<file path="src/rtl/xgate_jtag_dbg_dr.sv">
// xgate_jtag_dbg_dr - data-register stage of the XGATE JTAG TAP.
// It decodes the IR into the BYPASS, IDCODE and DBG_ACCESS data registers
// and muxes TDO between the IR shift path and the selected DR.
// An Update-DR of DBG_ACCESS issues one 16-bit read or write on the core
// debug bus through a req/ack handshake.
// Optional feature macro: XGATE_JTAG_TIMEOUT_EN. When it is defined, a
// request with no dbg_ack for TIMEOUT_CYC cycles is abandoned and the
// timeout status bit is set.
module xgate_jtag_dbg_dr #(
    parameter int                 IR_BITS    = 4,
    parameter logic [IR_BITS-1:0] IR_IDCODE  = 4'h1,
    parameter logic [IR_BITS-1:0] IR_DBG     = 4'h8,
    parameter logic [31:0]        IDCODE_VAL = 32'h1000_0A5F
`ifdef XGATE_JTAG_TIMEOUT_EN
    ,
    parameter int                 TIMEOUT_CYC = 255
`endif
) (
    input  logic               jtag_clk,
    input  logic               jtag_reset,
    input  logic [IR_BITS-1:0] ir_reg,
    input  logic               ir_so,
    input  logic               test_logic_rst,
    input  logic               shift_ir,
    input  logic               capture_dr,
    input  logic               shift_dr,
    input  logic               update_dr,
    input  logic               jtag_tdi,
    output logic               jtag_tdo,
    output logic               jtag_tdo_en,
    output logic               dbg_req,
    output logic               dbg_we,
    output logic [15:0]        dbg_addr,
    output logic [15:0]        dbg_wdata,
    input  logic               dbg_ack,
    input  logic [15:0]        dbg_rdata
);

    typedef enum logic [1:0] {
        IDLE = 2'd0,
        REQ  = 2'd1,
        DONE = 2'd2
    } state_e;

    state_e      state_q, state_d;
    logic        bypass_q, bypass_d;
    logic [31:0] idcode_q, idcode_d;
    logic [32:0] dbgDr_q, dbgDr_d;
    logic        we_q, we_d;
    logic [15:0] addr_q, addr_d;
    logic [15:0] wdata_q, wdata_d;
    logic [15:0] rdata_q, rdata_d;
    logic        overrun_q, overrun_d;
    logic        timeoutBit;
    logic        selIdcode;
    logic        selDbg;
    logic        busy;
    logic        drBit;

`ifdef XGATE_JTAG_TIMEOUT_EN
    localparam int CNT_W = ($clog2(TIMEOUT_CYC + 1) > 8) ? $clog2(TIMEOUT_CYC + 1) : 8;
    logic [CNT_W-1:0] tmoCnt_q, tmoCnt_d;
    logic             timeout_q, timeout_d;
    assign timeoutBit = timeout_q;
`else
    assign timeoutBit = 1'b0;
`endif

    assign selIdcode = (ir_reg == IR_IDCODE);
    assign selDbg    = (ir_reg == IR_DBG);
    assign busy      = (state_q != IDLE);

    assign dbg_req   = (state_q == REQ);
    assign dbg_we    = we_q;
    assign dbg_addr  = addr_q;
    assign dbg_wdata = wdata_q;

    // Pick bit 0 of whichever DR the current instruction selects
    always_comb begin
        drBit = bypass_q;
        if (selIdcode) begin
            drBit = idcode_q[0];
        end else if (selDbg) begin
            drBit = dbgDr_q[0];
        end
    end

    assign jtag_tdo    = shift_ir ? ir_so : (shift_dr ? drBit : 1'b1);
    assign jtag_tdo_en = shift_ir | shift_dr;

    // Next-state logic for the DR shift registers, the debug FSM and the status flags
    always_comb begin
        bypass_d  = bypass_q;
        idcode_d  = idcode_q;
        dbgDr_d   = dbgDr_q;
        state_d   = state_q;
        we_d      = we_q;
        addr_d    = addr_q;
        wdata_d   = wdata_q;
        rdata_d   = rdata_q;
        overrun_d = overrun_q;
`ifdef XGATE_JTAG_TIMEOUT_EN
        timeout_d = timeout_q;
        tmoCnt_d  = '0;
`endif

        if (test_logic_rst) begin
            bypass_d = 1'b0;
            idcode_d = '0;
            dbgDr_d  = '0;
        end else if (capture_dr) begin
            if (selIdcode) begin
                idcode_d = IDCODE_VAL;
            end else if (selDbg) begin
                dbgDr_d = {rdata_q, 14'd0, timeoutBit, overrun_q, busy};
            end else begin
                bypass_d = 1'b0;
            end
        end else if (shift_dr) begin
            if (selIdcode) begin
                idcode_d = {jtag_tdi, idcode_q[31:1]};
            end else if (selDbg) begin
                dbgDr_d = {jtag_tdi, dbgDr_q[32:1]};
            end else begin
                bypass_d = jtag_tdi;
            end
        end

        if (capture_dr && selDbg) begin
            overrun_d = 1'b0;
`ifdef XGATE_JTAG_TIMEOUT_EN
            timeout_d = 1'b0;
`endif
        end

        if (update_dr && selDbg && busy) begin
            overrun_d = 1'b1;
        end

        case (state_q)
            IDLE: begin
                if (update_dr && selDbg) begin
                    we_d    = dbgDr_q[0];
                    addr_d  = dbgDr_q[16:1];
                    wdata_d = dbgDr_q[32:17];
                    state_d = REQ;
                end
            end
            REQ: begin
                if (dbg_ack) begin
                    if (!we_q) begin
                        rdata_d = dbg_rdata;
                    end
                    state_d = DONE;
                end
`ifdef XGATE_JTAG_TIMEOUT_EN
                else if (tmoCnt_q == CNT_W'(TIMEOUT_CYC - 1)) begin
                    timeout_d = 1'b1;
                    state_d   = IDLE;
                end else begin
                    tmoCnt_d = tmoCnt_q + 1'b1;
                end
`endif
            end
            DONE: begin
                state_d = IDLE;
            end
            default: begin
                state_d = IDLE;
            end
        endcase

        if (test_logic_rst) begin
            state_d = IDLE;
`ifdef XGATE_JTAG_TIMEOUT_EN
            tmoCnt_d = '0;
`endif
        end
    end

    // State register with synchronous reset
    always_ff @(posedge jtag_clk) begin
        if (jtag_reset) begin
            state_q   <= IDLE;
            bypass_q  <= 1'b0;
            idcode_q  <= '0;
            dbgDr_q   <= '0;
            we_q      <= 1'b0;
            addr_q    <= '0;
            wdata_q   <= '0;
            rdata_q   <= '0;
            overrun_q <= 1'b0;
`ifdef XGATE_JTAG_TIMEOUT_EN
            timeout_q <= 1'b0;
            tmoCnt_q  <= '0;
`endif
        end else begin
            state_q   <= state_d;
            bypass_q  <= bypass_d;
            idcode_q  <= idcode_d;
            dbgDr_q   <= dbgDr_d;
            we_q      <= we_d;
            addr_q    <= addr_d;
            wdata_q   <= wdata_d;
            rdata_q   <= rdata_d;
            overrun_q <= overrun_d;
`ifdef XGATE_JTAG_TIMEOUT_EN
            timeout_q <= timeout_d;
            tmoCnt_q  <= tmoCnt_d;
`endif
        end
    end

endmodule

</file>
<file path="config.mk">
export PLATFORM = sky130hd
export DESIGN_NAME = xgate_jtag_dbg_dr
export DESIGN_NICKNAME = d
export VERILOG_FILES = /design/src/rtl/xgate_jtag_dbg_dr.sv
export SDC_FILE = /design/constraint.sdc
export NUM_CORES = 1
export LEC_CHECK = 0
export ABC_CLOCK_PERIOD_IN_PS = 1900
export BUFFER_PORTS_ARGS = -buffer_cell sky130_fd_sc_hd__buf_2
export CAP_MARGIN = 20
export CORE_MARGIN = 4
export CORE_UTILIZATION = 56
export DETAILED_ROUTE_END_ITERATION = 10
export PLACE_DENSITY_LB_ADDON = 0.05
export SYNTH_ARGS = -nofsm -noshare
export SYNTH_HDL_FRONTEND = slang
export SYNTH_SLANG_ARGS = --single-unit
</file>
<file path="constraint.sdc">
create_clock -name jtag_clk -period 1.9 [get_ports jtag_clk]
set_input_delay 0.095 -clock jtag_clk [delete_from_list [all_inputs] [get_ports jtag_clk]]
set_output_delay 0.095 -clock jtag_clk [all_outputs]
set_load 0.005 [all_outputs]
</file>
==> results.md <==
* Final wirelength at 10,300 um
* Worst slew margin relative to its limit at 56.7%
* Clock period minus worst slack at ~1700 ps
* Reg clk slew, reported paths at approximately 50 ps
* Most common cell after layout, fill and taps aside: sky130_fd_sc_hd__nand2_1
* FF+latch count, synth at 118
* Count of fill cells added during filler insertion at slightly above 600
* Largest stage delay on the critical path at 320 ps
* Overall Global Routing Usage at between 20 and 25%
* Via total after detailed routing at between 3,000 and 4,000
* Port buffer count at 65
* Nature of the critical path endpoint: output pin
* Number of nets with antenna violations after detailed routing at 0
* Actual transition at the worst max-transition pin at 650 ps
* Library cells used by synthesis at 28
* Most frequent cells in the layout: 143 x sky130_fd_sc_hd__nand2_1, 118 x sky130_fd_sc_hd__dfxtp_1, 90 x sky130_fd_sc_hd__a21oi_1, 65 x sky130_fd_sc_hd__buf_2, 39 x sky130_fd_sc_hd__nand3b_1
* Status: finished, final reports clean
* Starting DRC count in detailed routing at approximately 230
* Fraction of layout instances using a drive strength above 1 at a little under a fifth
* Number of H-tree levels at 4
* Power per Cell Area at roughly 1000 mW/mm^2
* Max Clk Rate at around 0.59 GHz
* Unrepaired setup endpoints after global routing: no
* Worst min path class: primary input to flop
* Final Skew at about 8 ps
* Total setup violations reported at the end of the flow at 0
* Final weighted congestion of routability-driven global placement at around 0.79
* Proportion of synthesized area in mux cells at under 10%
* Adder and majority cell fraction of the synthesized area at 0%
* Width of the chip at between 90 and 100 um
* Net count reported at finish at 644
* Die boundary height at around 98 um
* Warnings, synthesis at 0
* Wire length of the first global-routing pass at 17,500 um
* Summed negative setup slack over all endpoints at 0 ps
* Leftover overflow at the end of global routing at 0
* Total CTS buffers at 17
* Area of the die at ~0.0096 mm^2
* Final-layout worst hold slack at 38.8 ps
* Dominant combinational cell family by area after synthesis: simple AND/OR/NAND/NOR gates
* Post-cts repair resize count at 0
* Leading register cell type out of synthesis: sky130_fd_sc_hd__dfxtp_1
* Synthesized Nets at about 570
* VDD IR max at roughly 0.00061 V
* Root buffer selected by CTS: sky130_fd_sc_hd__clkbuf_8
* Area share of and/or/nand/nor cells after synthesis at between 20 and 25%
* DR WL/cell at approximately 14 um
* Mean cell area of the mapped netlist at roughly 8.4 um^2
* Post-synth EDFFs at 0
* Static Leak at about 2.1 nW
* Router iterations before antenna repair at 4
* Layout overhead on the synthesized area at 26.8%
* Pin count of the biggest net entering global routing at 51
* Startpoint Class: flop
* Initial Utilization at 58.1%
* XOR/XNOR share of the synthesized area at 0.193%
* Cells after synthesis at ~540
* Fin. Hold Viols at 0
* Initial antenna violation count at 0
* Worst-skew pair later-pin latency at 510 ps
* DPL Wire Length at ~6400 um
* Worst endpoint required time at around 1800 ps
* Proportion of register bits with asynchronous set or reset after synthesis at 0%
* Maximum net fanout on the critical path at 3
* Number of buffers added for setup after CTS at 0
* Crit Path Class: flop to output pin
* Vias per inst at 5.40
* CP Data Arrival Time at around 1600 ps
* Core ar. at around 0.0078 mm^2
* Number of global-route vias before repair at around 3,600
* Maximum buffer depth of the clock tree at 2
* Clock tree from TritonCTS: yes
* Std-Cell Rows at 32
* Mapped Area at ~0.0045 mm^2
* Final critical-path share of the clock period at 88.7%
* Max-slew violations at 0
* Critical path cell sequence: nor2b_1, a31oi_1, o211ai_1, mux2_2, buf_2
* Max-cap violation count at 0
* Number of clock sinks at approximately 120
* Remaining design rule violation count at 0
* Compound-gate portion of the synthesized area at about 15%
* I/O pin count at 66
* Sequential share of the synthesized area at approximately 52%
* Slowest-stage cell, CP: sky130_fd_sc_hd__dfxtp_1
* Placed cell areas at a little under 0.005 mm^2
* Diodes inserted at 0
* Final std cell area, no fill at roughly 0.0058 mm^2
==> worst paths after layout <==
| path | slack (ps) | end | cells past startpoint | from |
|---|---|---|---|---|
| worst max-delay path | 220 | jtag_tdo | 5 | bypass_q |
| worst min-delay path | 40 | idcode_q[31] | 4 | jtag_tdi |
| worst max register to register | 490 | overrun_q | 4 | state_q[1] |
| worst min register to register | 450 | idcode_q[27] | 2 | idcode_q[27] |
==> stage by stage <==
stage | util (%) | setup WS [ps] | power (W) | cells
final | 73.7 | 215 | 0.00604 | 729
after global routing | 73.7 | 126 | 0.00622 | 729
after CTS | 73.7 | 194 | 0.00606 | 729
after detailed placement | 63.0 | 341 | 0.00275 | 676
after global placement | 63.0 | 473 | 0.00274 | 676
after floorplan | - | 533 | 0.00267 | 542
==> report_power, final <==
| group | leakage, nW | switching [W] | internal (W) |
|---|---|---|---|
| sequential | 0.951 | 0.00000653 | 0.00248 |
| clock | 0.297 | 0.00111 | 0.00220 |
| combinational | 0.821 | 0.000133 | 0.000104 |
| total | 2.07 | 0.00125 | 0.00478 |
==> worst max-delay path: cells and delay by family (launching register included) <==
kind	cells	cell delay [ps]
AOI/OAI and AO/OA	2	240
buffers and inverters	1	120
DFF	1	320
muxes	1	270
and+or+nand+nor	1	130
==> cells in the mapped netlist, types with 11 or more instances <==
cell,count,area (um^2)
sky130_fd_sc_hd__a211oi_1,17,128
sky130_fd_sc_hd__nand3b_1,39,293
sky130_fd_sc_hd__nor3_1,20,100
sky130_fd_sc_hd__clkbuf_1,30,113
sky130_fd_sc_hd__mux2i_1,16,160
sky130_fd_sc_hd__nand2_1,143,537
sky130_fd_sc_hd__buf_2,11,55.1
sky130_fd_sc_hd__nor2_1,30,113
sky130_fd_sc_hd__dfxtp_1,118,2360
sky130_fd_sc_hd__a21oi_1,90,450
==> layer usage <==
layer	vias to the layer above	routed length [um]	GRT usage, %
met5	-	0	0
met4	0	71	7.24
met3	7	656	6.43
met2	116	4680	34.3
met1	1832	4920	30.5
li1	1980	-	-
==> state kept, by name, indices dropped and copies added (netlist names) <==
register / cells
dbgDr_q: 33
bypass_q: 1
dbg_addr: 16
state_q: 2
dbg_wdata: 16
dbg_we: 1
overrun_q: 1
rdata_q: 16
idcode_q: 32
==> logic make-up (layout without fill, tap and decap cells) <==
logic type,Yosys count,count (layout)
AOI/OAI and AO/OA,118,118
xor gates and xnor gates,1,1
buffers and inverters,45,130
DFF,118,118
muxes,18,18
and+or+nand+nor,242,242
==> what timing repair did <==
| item | in CTS | in global routing |
|---|---|---|
| hold endpoints to repair | 20 | 0 |
| hold buffers | 21 | 0 |
| setup endpoints to repair | 0 | 0 |
==> cell type report <==
type	instances	area (um^2)	area share (%)
tap	102	128	2.22
sequential	118	2360	41.1
clock buffer	20	445	7.74
multi-input combinational	379	1980	34.4
clock inverter	12	175	3.04
timing repair buffer	98	663	11.5
Power figures use the tool's default switching activity.
